[config.mk]
export PLATFORM = sky130hd
export DESIGN_NAME = bus_host_arbiter
export DESIGN_NICKNAME = d
export VERILOG_FILES = /design/src/rtl/bus_host_arbiter.sv
export SDC_FILE = /design/constraint.sdc
export NUM_CORES = 1
export LEC_CHECK = 0
export BUFFER_PORTS_ARGS = -buffer_cell sky130_fd_sc_hd__buf_2
export CORE_AREA = 2 2 124 126
export CTS_CLUSTER_DIAMETER = 30
export DETAILED_ROUTE_END_ITERATION = 10
export DIE_AREA = 0 0 126 128
export GPL_ROUTABILITY_DRIVEN = 0
export SYNTH_ARGS = -nofsm -noshare
export SYNTH_HDL_FRONTEND = slang
export SYNTH_SLANG_ARGS = --single-unit
[constraint.sdc]
create_clock -name clk_sys_i -period 5.5 [get_ports clk_sys_i]
set_input_delay 1.1 -clock clk_sys_i [delete_from_list [all_inputs] [get_ports clk_sys_i]]
set_output_delay 1.1 -clock clk_sys_i [all_outputs]
set_load 0.01 [all_outputs]
[src/rtl/bus_host_arbiter.sv]
// Round-robin arbiter sharing one device port among NrHosts bus hosts, with
// request locking and an in-order ID FIFO routing responses back to their host.
module bus_host_arbiter #(
  parameter int unsigned NrHosts        = 2,
  parameter int unsigned AddrWidth      = 32,
  parameter int unsigned DataWidth      = 32,
  parameter int unsigned MaxOutstanding = 2
) (
  input  logic                                  clk_sys_i,
  input  logic                                  rst_sys_ni,
  input  logic [NrHosts-1:0]                    host_req_i,
  input  logic [NrHosts-1:0][AddrWidth-1:0]     host_addr_i,
  input  logic [NrHosts-1:0]                    host_we_i,
  input  logic [NrHosts-1:0][DataWidth/8-1:0]   host_be_i,
  input  logic [NrHosts-1:0][DataWidth-1:0]     host_wdata_i,
  output logic [NrHosts-1:0]                    host_gnt_o,
  output logic [NrHosts-1:0]                    host_rvalid_o,
  output logic [NrHosts-1:0][DataWidth-1:0]     host_rdata_o,
  output logic [NrHosts-1:0]                    host_err_o,
  output logic                                  dev_req_o,
  output logic [AddrWidth-1:0]                  dev_addr_o,
  output logic                                  dev_we_o,
  output logic [DataWidth/8-1:0]                dev_be_o,
  output logic [DataWidth-1:0]                  dev_wdata_o,
  input  logic                                  dev_gnt_i,
  input  logic                                  dev_rvalid_i,
  input  logic [DataWidth-1:0]                  dev_rdata_i,
  input  logic                                  dev_err_i,
  output logic [$clog2(MaxOutstanding+1)-1:0]   outstanding_o,
  output logic                                  spurious_rsp_o
);

  localparam int unsigned IdW  = $clog2(NrHosts);
  localparam int unsigned PtrW = (MaxOutstanding > 1) ? $clog2(MaxOutstanding) : 1;
  localparam int unsigned CntW = $clog2(MaxOutstanding + 1);

  typedef enum logic [1:0] {
    IDLE,
    PRESENT,
    LOCKED
  } state_e;

  state_e          state_q;
  logic [IdW-1:0]  ptr_q;
  logic [IdW-1:0]  lock_id_q;
  logic [IdW-1:0]  fifo_q [MaxOutstanding];
  logic [PtrW-1:0] wr_ptr_q;
  logic [PtrW-1:0] rd_ptr_q;
  logic [CntW-1:0] cnt_q;

  logic [IdW-1:0]  sel;
  logic [IdW-1:0]  cand;
  logic [IdW-1:0]  head;
  logic            found;
  logic            any_req;
  logic            fifo_full;
  logic            handshake;
  logic            pop;

  // A locked host keeps the port only while it still requests; once it drops,
  // ordinary round-robin from the unchanged pointer takes over in that cycle.
  always_comb begin
    sel   = ptr_q;
    cand  = '0;
    found = 1'b0;
    if (state_q == LOCKED && host_req_i[lock_id_q]) begin
      sel = lock_id_q;
    end else begin
      for (int unsigned i = 0; i < NrHosts; i++) begin
        cand = IdW'((32'(ptr_q) + i) % NrHosts);
        if (!found && host_req_i[cand]) begin
          sel   = cand;
          found = 1'b1;
        end
      end
    end
  end

  // Full is taken from the registered count, so a same-cycle pop cannot unblock.
  assign any_req   = |host_req_i;
  assign fifo_full = (cnt_q == CntW'(MaxOutstanding));
  assign dev_req_o = rst_sys_ni & any_req & ~fifo_full;
  assign handshake = dev_req_o & dev_gnt_i;
  assign pop       = rst_sys_ni & dev_rvalid_i & (cnt_q != '0);
  assign head      = fifo_q[rd_ptr_q];

  assign dev_addr_o    = host_addr_i[sel];
  assign dev_we_o      = host_we_i[sel];
  assign dev_be_o      = host_be_i[sel];
  assign dev_wdata_o   = host_wdata_i[sel];
  assign host_rdata_o  = {NrHosts{dev_rdata_i}};
  assign outstanding_o = cnt_q;

  always_comb begin
    host_gnt_o    = '0;
    host_rvalid_o = '0;
    host_err_o    = '0;
    if (handshake) begin
      host_gnt_o[sel] = 1'b1;
    end
    if (pop) begin
      host_rvalid_o[head] = 1'b1;
      host_err_o[head]    = dev_err_i;
    end
  end

  always_ff @(posedge clk_sys_i or negedge rst_sys_ni) begin
    if (!rst_sys_ni) begin
      state_q        <= IDLE;
      ptr_q          <= '0;
      lock_id_q      <= '0;
      wr_ptr_q       <= '0;
      rd_ptr_q       <= '0;
      cnt_q          <= '0;
      spurious_rsp_o <= 1'b0;
      for (int unsigned i = 0; i < MaxOutstanding; i++) begin
        fifo_q[i] <= '0;
      end
    end else begin
      if (dev_req_o && !dev_gnt_i) begin
        state_q   <= LOCKED;
        lock_id_q <= sel;
      end else if (any_req) begin
        state_q <= PRESENT;
      end else begin
        state_q <= IDLE;
      end

      if (handshake) begin
        ptr_q            <= (sel == IdW'(NrHosts - 1)) ? '0 : sel + 1'b1;
        fifo_q[wr_ptr_q] <= sel;
        wr_ptr_q         <= (wr_ptr_q == PtrW'(MaxOutstanding - 1)) ? '0 : wr_ptr_q + 1'b1;
      end

      if (pop) begin
        rd_ptr_q <= (rd_ptr_q == PtrW'(MaxOutstanding - 1)) ? '0 : rd_ptr_q + 1'b1;
      end

      case ({handshake, pop})
        2'b10:   cnt_q <= cnt_q + 1'b1;
        2'b01:   cnt_q <= cnt_q - 1'b1;
        default: cnt_q <= cnt_q;
      endcase

      if (dev_rvalid_i && cnt_q == '0) begin
        spurious_rsp_o <= 1'b1;
      end
    end
  end

endmodule

==> summary by stage <==
Timing
In the final timing run, aggregate negative setup slack is 0 ns. Counting I/O delays and the setup requirement, the final critical path takes 3.58 ns. Static timing analysis puts the maximum clock frequency at 280 MHz. Of the available clock period, the critical path in the final layout requires 0.650. The final setup violation count is 0. Clock skew on the completed layout was measured at 0.00158 ns. The number of pins exceeding their max-slew limit in the final report was 0. The transition time of the tightest slew-check pin is 0.489 ns. The worst pin sits at a relative slew slack of 0.674.

Setup repair after global routing left no endpoint under its margin. The final count of hold timing violations is 0.

Logic synthesis
The synthesized instance count is 191. The total of flip-flops plus latches after synthesis is 11. For this run, the register share of the synthesized area comes to 0.135.

The number of warning messages in the yosys log is 0. The cell area after technology mapping is 2040 sq um. The netlist uses 27 different library cells.

The average instance in the mapped netlist occupies 10.7 sq um. Synthesis produced a netlist with a net count of 369.

Final layout
The most common cell after layout, fill and taps aside is sky130_fd_sc_hd__buf_2. Relative to the synthesized area, the layout overhead comes to 43.9%. The top cell types in the final layout, fill and taps aside, are sky130_fd_sc_hd__buf_2 (223), sky130_fd_sc_hd__mux2_4 (43), sky130_fd_sc_hd__mux2_2 (28), sky130_fd_sc_hd__dfrtp_1 (11), sky130_fd_sc_hd__nor2_1 (8). With fillers left out, the area of the finished cells amounts to 2930 sq um. Of the cells placed in the final design, the portion with a size suffix greater than 1 is 0.870. At the end of the flow, the number of nets in the layout was 525. The utilization after layout is 0.197. The count of placed standard cells in the final layout, fillers left out is 534. The repair_antennas step left the layout with diodes totalling 0.

Global routing
Summed over all layers, the global routing overflow is 0. The via count of the first global-routing pass is 1644. The initial antenna violation count is 0. The pin count of the biggest net entering global routing is 76. The wire length of the first global-routing pass is 8250 microns.

The all-layer global routing usage is 0.0626.

Clocking
The number of buffers added to fix hold violations after cts is 0. In this run, post-CTS repair resized a total of 0 instances. TritonCTS built the clock tree. The clock net in this run drives a total of 11 sinks.

The number of clock buffers added by TritonCTS is 3. The number of buffers added for setup after CTS is 0. The clock-pin slew of the registers on the worst-case setup and hold paths is 0.04 ns.

The depth of the CTS H-tree is 1. The maximum count of clock buffers along a single path is 2. The clock latency at the later pin of the worst-skew pair is 0.24 ns. CTS placed an instance of sky130_fd_sc_hd__clkbuf_16 at the clock tree root.

Hold path
The tightest min-delay check is of the flop to flop type.

Place
The total half-perimeter wirelength after legalization and detailed placement is 5230 microns. The cell area reported after detailed placement is 2850 sq um. The number of placed instances, taps included, is 530.

The count of buffers added on input and output ports is 223.

Critical path
At the worst endpoint, the arrival time is 2.48 ns. The critical path startpoint category is an input pin. The critical path start-end classification is input pin to output port.

Measured in cells, the most critical reg-to-reg path has a length of 6. The most critical setup path has its endpoint at dev_be_o[3]. At the worst endpoint, the required time is 4.40 ns. The origin of the worst setup path is host_req_i[0].

The worst setup path is captured at an output port. In this run the worst path has a maximum fanout of 75. In this run the critical register-to-register path is launched from outstanding_o[0]. The worst register-to-register path ends at outstanding_o[1].

The setup slack on the worst flop-to-flop path is 3.87 ns.

Power and ir drop
The total power consumption of the routed design is 0.000889 W. In this run the power density over the cells is 304 nW/um^2. The leakage power total is 1.64 nW. VDD sags by at most 0.000260 V.

Floorplan
The floorplan step defined a die boundary enclosing 16100 sq um. The placement row count is 45. The initial core utilization is 0.137. The die is 126 microns wide. The placeable core region is 14900 sq um.

In this run the vertical extent of the chip is 128 microns. Pin placement for this block handled 320 I/O pins.

Drt
The first routing iteration left 34 violations. The vias per cell is 3.46. The wire length per cell after detailed routing is 11.2 microns. The DRC violation count after routing is 0. For this block, the via count after detailed routing is 1849. The count of antenna-violating nets left after detailed routing is 0. The number of detailed-route iterations in the first pass is 3. The routed wire length is 6010 microns.

Run status
The flow ran to the end, and the final reports show no timing, DRC or antenna violations.

Job
Across the run, the number of max-cap violations was 0.
## through the flow
stage,setup WS [ns],hold WS [ns]
after CTS,1.91,0.448
after detailed placement,1.92,0.439
after global routing,1.84,0.481
final,1.92,0.448
after global placement,1.92,0.440
after floorplan,2.41,0.461
## report_power, final
| part | total [W] | internal [W] | switching (W) |
|---|---|---|---|
| Clock | 0.000132 | 0.0000972 | 0.0000343 |
| Sequential | 0.000143 | 0.000114 | 0.0000284 |
| Combinational | 0.000615 | 0.000345 | 0.000271 |
| Total | 0.000889 | 0.000556 | 0.000334 |
## sequential cells by signal, summed over array words and instances (netlist names)
register        cells
fifo_q              2
outstanding_o       2
state_q             2
lock_id_q           1
ptr_q               1
rd_ptr_q            1
spurious_rsp_o      1
wr_ptr_q            1
## cells by family (layout without fill, tap and decap cells)
kind of cell / Yosys count / count (layout) / share of synthesized area
xor+xnor: 5 / 5 / 0.0215
buf+inv: 75 / 230 / 0.280
compound gates: 5 / 5 / 0.0160
fa+ha+maj: 1 / 1 / 0.00615
simple gates: 20 / 20 / 0.0535
flops: 11 / 11 / 0.135
mux: 74 / 74 / 0.487
## cell type report
cell class,instances,area (sq um)
Fill cell,1656,11900
Multi-Input combinational cell,105,1200
Timing Repair Buffer,224,1140
Sequential cell,11,275
Tap cell,188,235
Clock buffer,4,78.8
Inverter,2,7.51
## synth_stat cells (all sizes together)
master / n / area, sq um
a21o: 1 / 7.51
a21oi: 3 / 18.8
a31oi: 1 / 6.26
and2: 1 / 6.26
and2b: 1 / 7.51
and3: 2 / 12.5
and3b: 1 / 8.76
buf: 73 / 563
dfrtp: 11 / 275
ha: 1 / 12.5
inv: 2 / 7.51
mux2: 72 / 972
mux2i: 2 / 20.0
nand2: 2 / 7.51
nand2b: 1 / 6.26
nand4b: 1 / 8.76
nor2: 8 / 30.0
nor2b: 2 / 15.0
or2: 1 / 6.26
xnor2: 4 / 35.0
xor2: 1 / 8.76
## worst min path at each step
stage	cells after the start	start	end
4_1_cts	1	spurious_rsp_o	spurious_rsp_o
2_1_floorplan	1	wr_ptr_q	wr_ptr_q
3_3_place_gp	1	spurious_rsp_o	spurious_rsp_o
6_report	1	spurious_rsp_o	spurious_rsp_o
5_1_grt	1	spurious_rsp_o	spurious_rsp_o
3_5_place_dp	1	spurious_rsp_o	spurious_rsp_o
## metal layers
layer | part of all wire | GRT usage | vias to the layer above | routed length [microns]
met2 | 0.47 | 0.107 | 150 | 2810
met1 | 0.40 | 0.0741 | 799 | 2430
met4 | 0.0022 | 0.0142 | 0 | 13
met5 | 0 | 0 | - | 0
li1 | - | - | 898 | -
met3 | 0.12 | 0.0255 | 2 | 749
## critical path, stage by stage
cell and delay (ns):
sky130_fd_sc_hd__buf_2 0.12, sky130_fd_sc_hd__inv_1 0.05, sky130_fd_sc_hd__a21oi_1 0.08, sky130_fd_sc_hd__a21oi_4 0.14, sky130_fd_sc_hd__buf_12 0.40, sky130_fd_sc_hd__mux2_2 0.39, sky130_fd_sc_hd__buf_2 0.14
No activity file was read; power rests on OpenSTA's default activity.
